File: src/rtl/button_events.sv
// ============================================================================
// Module   : button_events
// Brief    : Push-button conditioner: 2-FF sync, debounce, press/release
//            pulses and hold-to-auto-repeat. Macro BUTTON_EVENTS_REPEAT_EN
//            enables the hold FSM / REPEAT output (tied low otherwise).
// Revision : 1.0 - initial release
// ============================================================================
`default_nettype none

module button_events #(
    parameter int N_BTN         = 3,
    parameter int ACTIVE_LOW    = 1,
    parameter int DEB_CYCLES    = 50000,
    parameter int REPEAT_DELAY  = 500000,
    parameter int REPEAT_PERIOD = 125000,
    parameter int CNT_W         = 20
) (
    input  logic             CLK,
    input  logic             RST,
    input  logic [N_BTN-1:0] BTN_IN,
    output logic [N_BTN-1:0] BTN_HELD,
    output logic [N_BTN-1:0] PRESS,
    output logic [N_BTN-1:0] RELEASE,
    output logic [N_BTN-1:0] REPEAT,
    output logic             ANY_PRESS
);

    localparam logic             c_REL_LVL  = (ACTIVE_LOW != 0) ? 1'b1 : 1'b0;
    localparam logic [CNT_W-1:0] c_DEB_LAST = CNT_W'(DEB_CYCLES - 1);
    localparam logic [CNT_W-1:0] c_ONE      = CNT_W'(1);

    // Elaboration-time guard against configurations the counters cannot hold
    if (DEB_CYCLES < 2 || REPEAT_PERIOD < 1 || REPEAT_DELAY < 1 ||
        longint'(DEB_CYCLES)    >= (longint'(1) << CNT_W) ||
        longint'(REPEAT_DELAY)  >= (longint'(1) << CNT_W) ||
        longint'(REPEAT_PERIOD) >= (longint'(1) << CNT_W)) begin : g_cfg_error
        $error("button_events: invalid parameter set");
    end

    logic [N_BTN-1:0] r_sync1;
    logic [N_BTN-1:0] r_sync2;
    logic [N_BTN-1:0] r_stable;
    logic [CNT_W-1:0] r_deb_cnt [N_BTN];

    logic [N_BTN-1:0] w_lvl;
    logic [N_BTN-1:0] w_cnt_last;
    logic [N_BTN-1:0] w_hit;
    logic [N_BTN-1:0] w_rise;
    logic [N_BTN-1:0] w_fall;

    // Normalise to pressed = 1 regardless of pin polarity
    assign w_lvl  = r_sync2 ^ {N_BTN{c_REL_LVL}};
    assign w_hit  = w_cnt_last & (w_lvl ^ r_stable);
    assign w_rise = w_hit & ~r_stable;
    assign w_fall = w_hit & r_stable;

    always_comb begin
        w_cnt_last = '0;
        for (int i = 0; i < N_BTN; i++) begin
            w_cnt_last[i] = (r_deb_cnt[i] == c_DEB_LAST);
        end
    end

    always_ff @(posedge CLK) begin
        if (RST) begin
            r_sync1   <= {N_BTN{c_REL_LVL}};
            r_sync2   <= {N_BTN{c_REL_LVL}};
            r_stable  <= '0;
            PRESS     <= '0;
            RELEASE   <= '0;
            ANY_PRESS <= 1'b0;
            for (int i = 0; i < N_BTN; i++) begin
                r_deb_cnt[i] <= '0;
            end
        end else begin
            r_sync1   <= BTN_IN;
            r_sync2   <= r_sync1;
            r_stable  <= r_stable ^ w_hit;
            PRESS     <= w_rise;
            RELEASE   <= w_fall;
            ANY_PRESS <= |w_rise;
            for (int i = 0; i < N_BTN; i++) begin
                if (w_lvl[i] == r_stable[i] || w_hit[i]) begin
                    r_deb_cnt[i] <= '0;
                end else begin
                    r_deb_cnt[i] <= r_deb_cnt[i] + c_ONE;
                end
            end
        end
    end

    assign BTN_HELD = r_stable;

`ifdef BUTTON_EVENTS_REPEAT_EN
    localparam logic [CNT_W-1:0] c_DLY_LAST = CNT_W'(REPEAT_DELAY - 1);
    localparam logic [CNT_W-1:0] c_PER_LAST = CNT_W'(REPEAT_PERIOD - 1);

    typedef enum logic [1:0] {
        ST_IDLE      = 2'd0,
        ST_DELAY     = 2'd1,
        ST_REPEATING = 2'd2
    } hold_state_t;

    hold_state_t      r_state    [N_BTN];
    logic [CNT_W-1:0] r_hold_cnt [N_BTN];

    // Release takes priority so a REPEAT can never share a cycle with RELEASE
    always_ff @(posedge CLK) begin
        if (RST) begin
            REPEAT <= '0;
            for (int i = 0; i < N_BTN; i++) begin
                r_state[i]    <= ST_IDLE;
                r_hold_cnt[i] <= '0;
            end
        end else begin
            for (int i = 0; i < N_BTN; i++) begin
                REPEAT[i] <= 1'b0;
                if (w_fall[i]) begin
                    r_state[i]    <= ST_IDLE;
                    r_hold_cnt[i] <= '0;
                end else if (w_rise[i]) begin
                    r_state[i]    <= ST_DELAY;
                    r_hold_cnt[i] <= '0;
                end else begin
                    case (r_state[i])
                        ST_DELAY: begin
                            if (r_hold_cnt[i] == c_DLY_LAST) begin
                                REPEAT[i]     <= 1'b1;
                                r_hold_cnt[i] <= '0;
                                r_state[i]    <= ST_REPEATING;
                            end else begin
                                r_hold_cnt[i] <= r_hold_cnt[i] + c_ONE;
                            end
                        end
                        ST_REPEATING: begin
                            if (r_hold_cnt[i] == c_PER_LAST) begin
                                REPEAT[i]     <= 1'b1;
                                r_hold_cnt[i] <= '0;
                            end else begin
                                r_hold_cnt[i] <= r_hold_cnt[i] + c_ONE;
                            end
                        end
                        default: begin
                            r_state[i]    <= ST_IDLE;
                            r_hold_cnt[i] <= '0;
                        end
                    endcase
                end
            end
        end
    end
`else
    assign REPEAT = '0;
`endif

endmodule

`default_nettype wire

File: config.mk
export PLATFORM = sky130hd
export DESIGN_NAME = button_events
export DESIGN_NICKNAME = d
export VERILOG_FILES = /design/src/rtl/button_events.sv
export SDC_FILE = /design/constraint.sdc
export NUM_CORES = 1
export LEC_CHECK = 0
export CORE_MARGIN = 3
export CORE_UTILIZATION = 25
export CTS_CLUSTER_DIAMETER = 40
export DETAILED_ROUTE_END_ITERATION = 12
export HOLD_SLACK_MARGIN = 0.05
export PLACE_DENSITY_LB_ADDON = 0.05
export RECOVER_POWER = 100
export SETUP_SLACK_MARGIN = 0.1
export SYNTH_ARGS = -nofsm -noshare
export SYNTH_HDL_FRONTEND = slang
export SYNTH_SLANG_ARGS = --single-unit
File: constraint.sdc
create_clock -name CLK -period 2.45 [get_ports CLK]
set_clock_uncertainty 0.1 [all_clocks]
set_input_delay 0.735 -clock CLK [delete_from_list [all_inputs] [get_ports CLK]]
set_output_delay 0.735 -clock CLK [all_outputs]
set_load 0.05 [all_outputs]
## Yosys cells after proc, flatten, opt, wreduce, memory -nomap -nowiden

Memory sizes are Yosys's and may differ from the RTL's.
Index checks and enable logic that the tools add are counted.

| operators by class | value |
|---|---|
| $add $sub $neg | 3 |
| equal/unequal tests | 6 |
| mux-type cells | 26 |
| bitwise logic cells | 13 |
| reduce and logical (&&, ||, !) cells | 4 |

Operators with widths:

| kind | number |
|---|---|
| 2-to-1 mux 20 bit | 6 |
| adder 20 x 1 -> 20 bit, second input constant | 3 |
| == test 20 x 16 -> 1 bit, second input constant | 3 |
| 2-to-1 mux 1 bit | 20 |
| bitwise AND 3 bit | 3 |
| NOT 3 bit | 2 |
| OR 1 bit | 6 |
| bitwise XOR 3 bit | 2 |
| == test 1 bit | 3 |
| logical OR 1 bit | 3 |
| OR reduction 3 bit | 1 |

| word-level totals | value |
|---|---|
| flip-flop bits (word level) | 16 |
| bits in writable memories | 60 |
| logic and storage cells | 59 |
| memories | 1 |

Memory list:

| memory | depth | bits a word | rd ports | clocked after Yosys merged registers in | write ports | line | source |
|---|---|---|---|---|---|---|---|
| r_deb_cnt | 3 | 20 | 3 | 0 | 3 | 43 | `logic [CNT_W-1:0] r_deb_cnt [N_BTN];` |

## Logic depth before layout (Yosys ltp)

| logic depth | value |
|---|---|
| depth after elaboration | 9 |
| gate-level depth with buffers | 8 |
| mapped depth without buffers | 8 |

## Worst setup path after synthesis

No wires, ideal clock.

| timing | value |
|---|---|
| path type | flip-flop to flip-flop |
| from | register r_stable[0] (netlist: BTN_HELD[0]) |
| to | memory r_deb_cnt[0][10] (data pin) |
| library setup time | 0.138 ns |
| arrival | 1.753 ns |
| data required time | 2.212 ns |
| slack | 0.459 ns |
| cell stages (with the launch flop) | 7 |
| path buffers | 2 |
| period minus slack after synthesis | 1.991 ns |
| cell sequence | dfxtp_1 xor2_1 or2_2 a31o_2 clkbuf_1 buf_2 nor2_1 |

RTL lines:

| what | line | source |
|---|---|---|
| start, declared | 42 | `logic [N_BTN-1:0] r_stable;` |
| start signal, assigned | 78 | `r_stable <= r_stable ^ w_hit;` |
| end, declared | 43 |  |

## Final worst setup path

| timing | value |
|---|---|
| from | register PRESS[0] |
| to | output PRESS[0] |

RTL lines:

| what | line | source |
|---|---|---|
| start, declared | 22 | `output logic [N_BTN-1:0] PRESS,` |
| start signal, assigned | 79 | `PRESS <= w_rise;` |

No word-level cell between the ends.

==> results.md <==
- Crit end category: output port
- Mean Syn Cell Area: 10.39 um^2
- WL final: 8262 um
- Synth Register Bits: 76
- First-pass GRT wire length: 13740 um
- DPL Wire Length: 5934 um
- WS Path Type: register to output port
- Chip width: 131.0 um
- Post-synth top area share: 46.11%
- Mapped Area: 3907 um^2
- Maxcap violations: 0
- Clock buffer depth: 2
- Worst Path Required: 1.62 ns
- Number of global-route vias before repair: 2670
- Worst Tran Pin Value: 0.6253 ns
- Core Area: 15260 um^2
- Root buffer cell: clkbuf_16
- Worst Path Max Fanout: 1
- Count of pins over their slew limit: 0
- Max Clock Freq: 428.7 MHz
- Synth warn: 0
- Residual DRC: 0
- Nets: 467
- Finished Core Util: 31.05%
- Hold Crit Endpoint: r_sync2[2]
- Initial antenna violation count: 0
- Hold Crit Depth: 1
- H-tree levels: 3
- Hold Crit Start: r_sync1[2]
- Vias: 2806
- Setup TNS: 0 ns
- Antenna Cells: 0
- WL met2: 3778 um
- Synth area leader: edfxtp_1
- First-pass iteration count of the detailed router: 4
- WHS: 0.3092 ns
- CP max stage delay: 0.86 ns
- WP buf/inv: 1
- Area added between synthesis and finish: 21.23%
- Startpoint Class: register
- Routed length on met3: 263 um
- EDFF count, synth: 60
- Final Hold Viols: 0
- Port Buffer Count: 14
- Met1 wire length: 4114 um
- RSZ-0062 raised after global routing: no
- Finished Cell Area: 4737 um^2
- IO Count: 18
- Congestion Overflow GR: 0
- R2r setup slk: 0.26 ns
- Reg-to-Reg End: r_deb_cnt[2][9]
- CP max stage cell: dlygate4sd3_1
- Worst-path clk slew: 0.05 ns
- Tcrit/Tclk final: 95.21%
- Post-synthesis sequential area ratio: 54.31%
- Critical path cell sequence: dlygate4sd3_1
- Worst-Skew Late Latency: 0.34 ns
- Asr flop ratio synth: 0%
- CTS hold repair buffers: 0
- DIE HEIGHT: 131.0 um
- Initial core utilization: 25.61%
- Cells on worst reg2reg path: 5
- DIE AREA: 17170 um^2
- Placed Area: 4548 um^2
- Maximum VDD drop: 0.0003263 V
- 1st-iter DRT viols: 235
- HP Class: register to register
- Lkg Pwr: 1.621 nW
- Area contributors post-synth: edfxtp_1 (46%), dfxtp_1 (8.2%), nor2_1 (5.5%)
- Top Layer Used: met4
- Largest net degree at the start of global routing: 21
- Final setup viols: 0
- Placer Congestion: 0.7239
- Share of cells above drive strength 1: 6.769%
- Via density: 4.194
- Status: complete, no violations
- CTS tree: built
- Relative slew slack: 58.49%
- CTS Buf Count: 9
- Final ANT Viol Nets: 0
- Cells after Synth: 376
- Critical R2R Launch: r_deb_cnt[2][12]
- Wire length per cell: 12.35 um
- Distinct cells, synth: 30
- Most common flop cell mapped by yosys: edfxtp_1
- Overall routing resource usage: 10.50%
- Min Tclk post-route: 2.333 ns
- Crit-path leading delay family: buffers and inverters
- CTS Sinks: 76
- Pwr/cell area: 590.1 nW/um^2
- Arr. time, crit path: 1.50 ns
- Number of setup buffers added after CTS: 0
- Number of cell rows: 45
## power by group
part           leakage, nW  internal [W]  switching (W)
Combinational        0.749     0.0000451      0.0000728
Clock                0.123      0.000675       0.000510
Sequential           0.749       0.00144      0.0000530
## area by class of cell
cell class | instances | area, um^2
clock buffer | 12 | 236.5
clock inverter | 4 | 16.27
fill | 1617 | 10520
inverter | 12 | 45.04
multi-input combinational | 332 | 1886
sequential | 76 | 2122
tap | 211 | 264.0
timing repair buffer | 22 | 167.7
## layer usage
metal | up-vias | track usage, %
li1 | 1453 | -
met1 | 1316 | 13.79
met2 | 29 | 16.10
met3 | 8 | 3.902
met4 | 0 | 3.267
met5 | - | 0
## flip-flops by register name (all words and copies together), names as in the netlist
name	count
ANY_PRESS	1
r_sync2	3
BTN_HELD	3
r_deb_cnt	60
r_sync1	3
PRESS	3
RELEASE	3
## synth_stat cells, types with 10 or more instances
library cell  number
dfxtp_1           16
nand2_1           17
nor4_1            15
nor2_1            57
a21oi_1           13
clkbuf_1          10
xor2_1            17
edfxtp_1          60
nand3_1           19
xnor2_1           24
inv_1             12
o21ai_0           12
nand4_1           18
or3_1             15
## cells in the final DEF (no fill, tap or decap), drive strengths merged, types with 2 or more instances in the layout
cell type and instances:
conb 63, edfxtp 60, nor2 57, xnor2 24
nand3 21, clkbuf 19, nand4 18, xor2 17
nand2 17, dfxtp 16, a21oi 16, or3 15
nor4 15, inv 12, o21ai 12, ha 9
or2 8, and4 7, and3 6, nor3 6
o31ai 6, nor2b 6, or4 6, clkdlybuf4s50 5
buf 5, clkinv 4, dlygate4sd3 3, dlygate4sd2 2
## cells by family (layout without fill, tap and decap cells)
kind of cell	Yosys count	after routing	share of synthesized area (%)
AO/OA/AOI/OAI	35	35	5.251
XOR/XNOR	41	41	9.190
flip-flops	76	76	54.31
AND/OR/NAND/NOR	184	184	24.91
buffers and inverters	29	50	3.266
adder cells (fa/ha/maj)	9	9	2.882
other	2	63	0.1922
## how the worst max path moves through the flow
stage	startpoint	cells past startpoint	slack (ns)	endpoint
2_1_floorplan	BTN_HELD[0]	6	0.46	r_deb_cnt[0][10]
3_3_place_gp	RST	4	0.19	r_deb_cnt[0][8]
3_5_place_dp	RST	4	0.17	r_deb_cnt[0][14]
4_1_cts	ANY_PRESS	1	0.10	ANY_PRESS
5_1_grt	PRESS[0]	1	0.08	PRESS[0]
6_report	PRESS[0]	1	0.12	PRESS[0]
## repair_timing
action / 4_1_cts / 5_1_grt
resized for setup: 2 / 4
endpoints found under the setup margin: 2 / 4
pin swaps: 0 / 0
## through the flow
stage               setup WS (ns)  std cells  power, W
finish                     0.1173        669  0.002795
CTS                        0.1008        669  0.002865
global placement           0.1892        653  0.001641
detailed placement         0.1717        653  0.001640
floorplan                  0.4587        437  0.001598
global route              0.07582        669  0.002941
No activity file was read; power rests on OpenSTA's default activity.
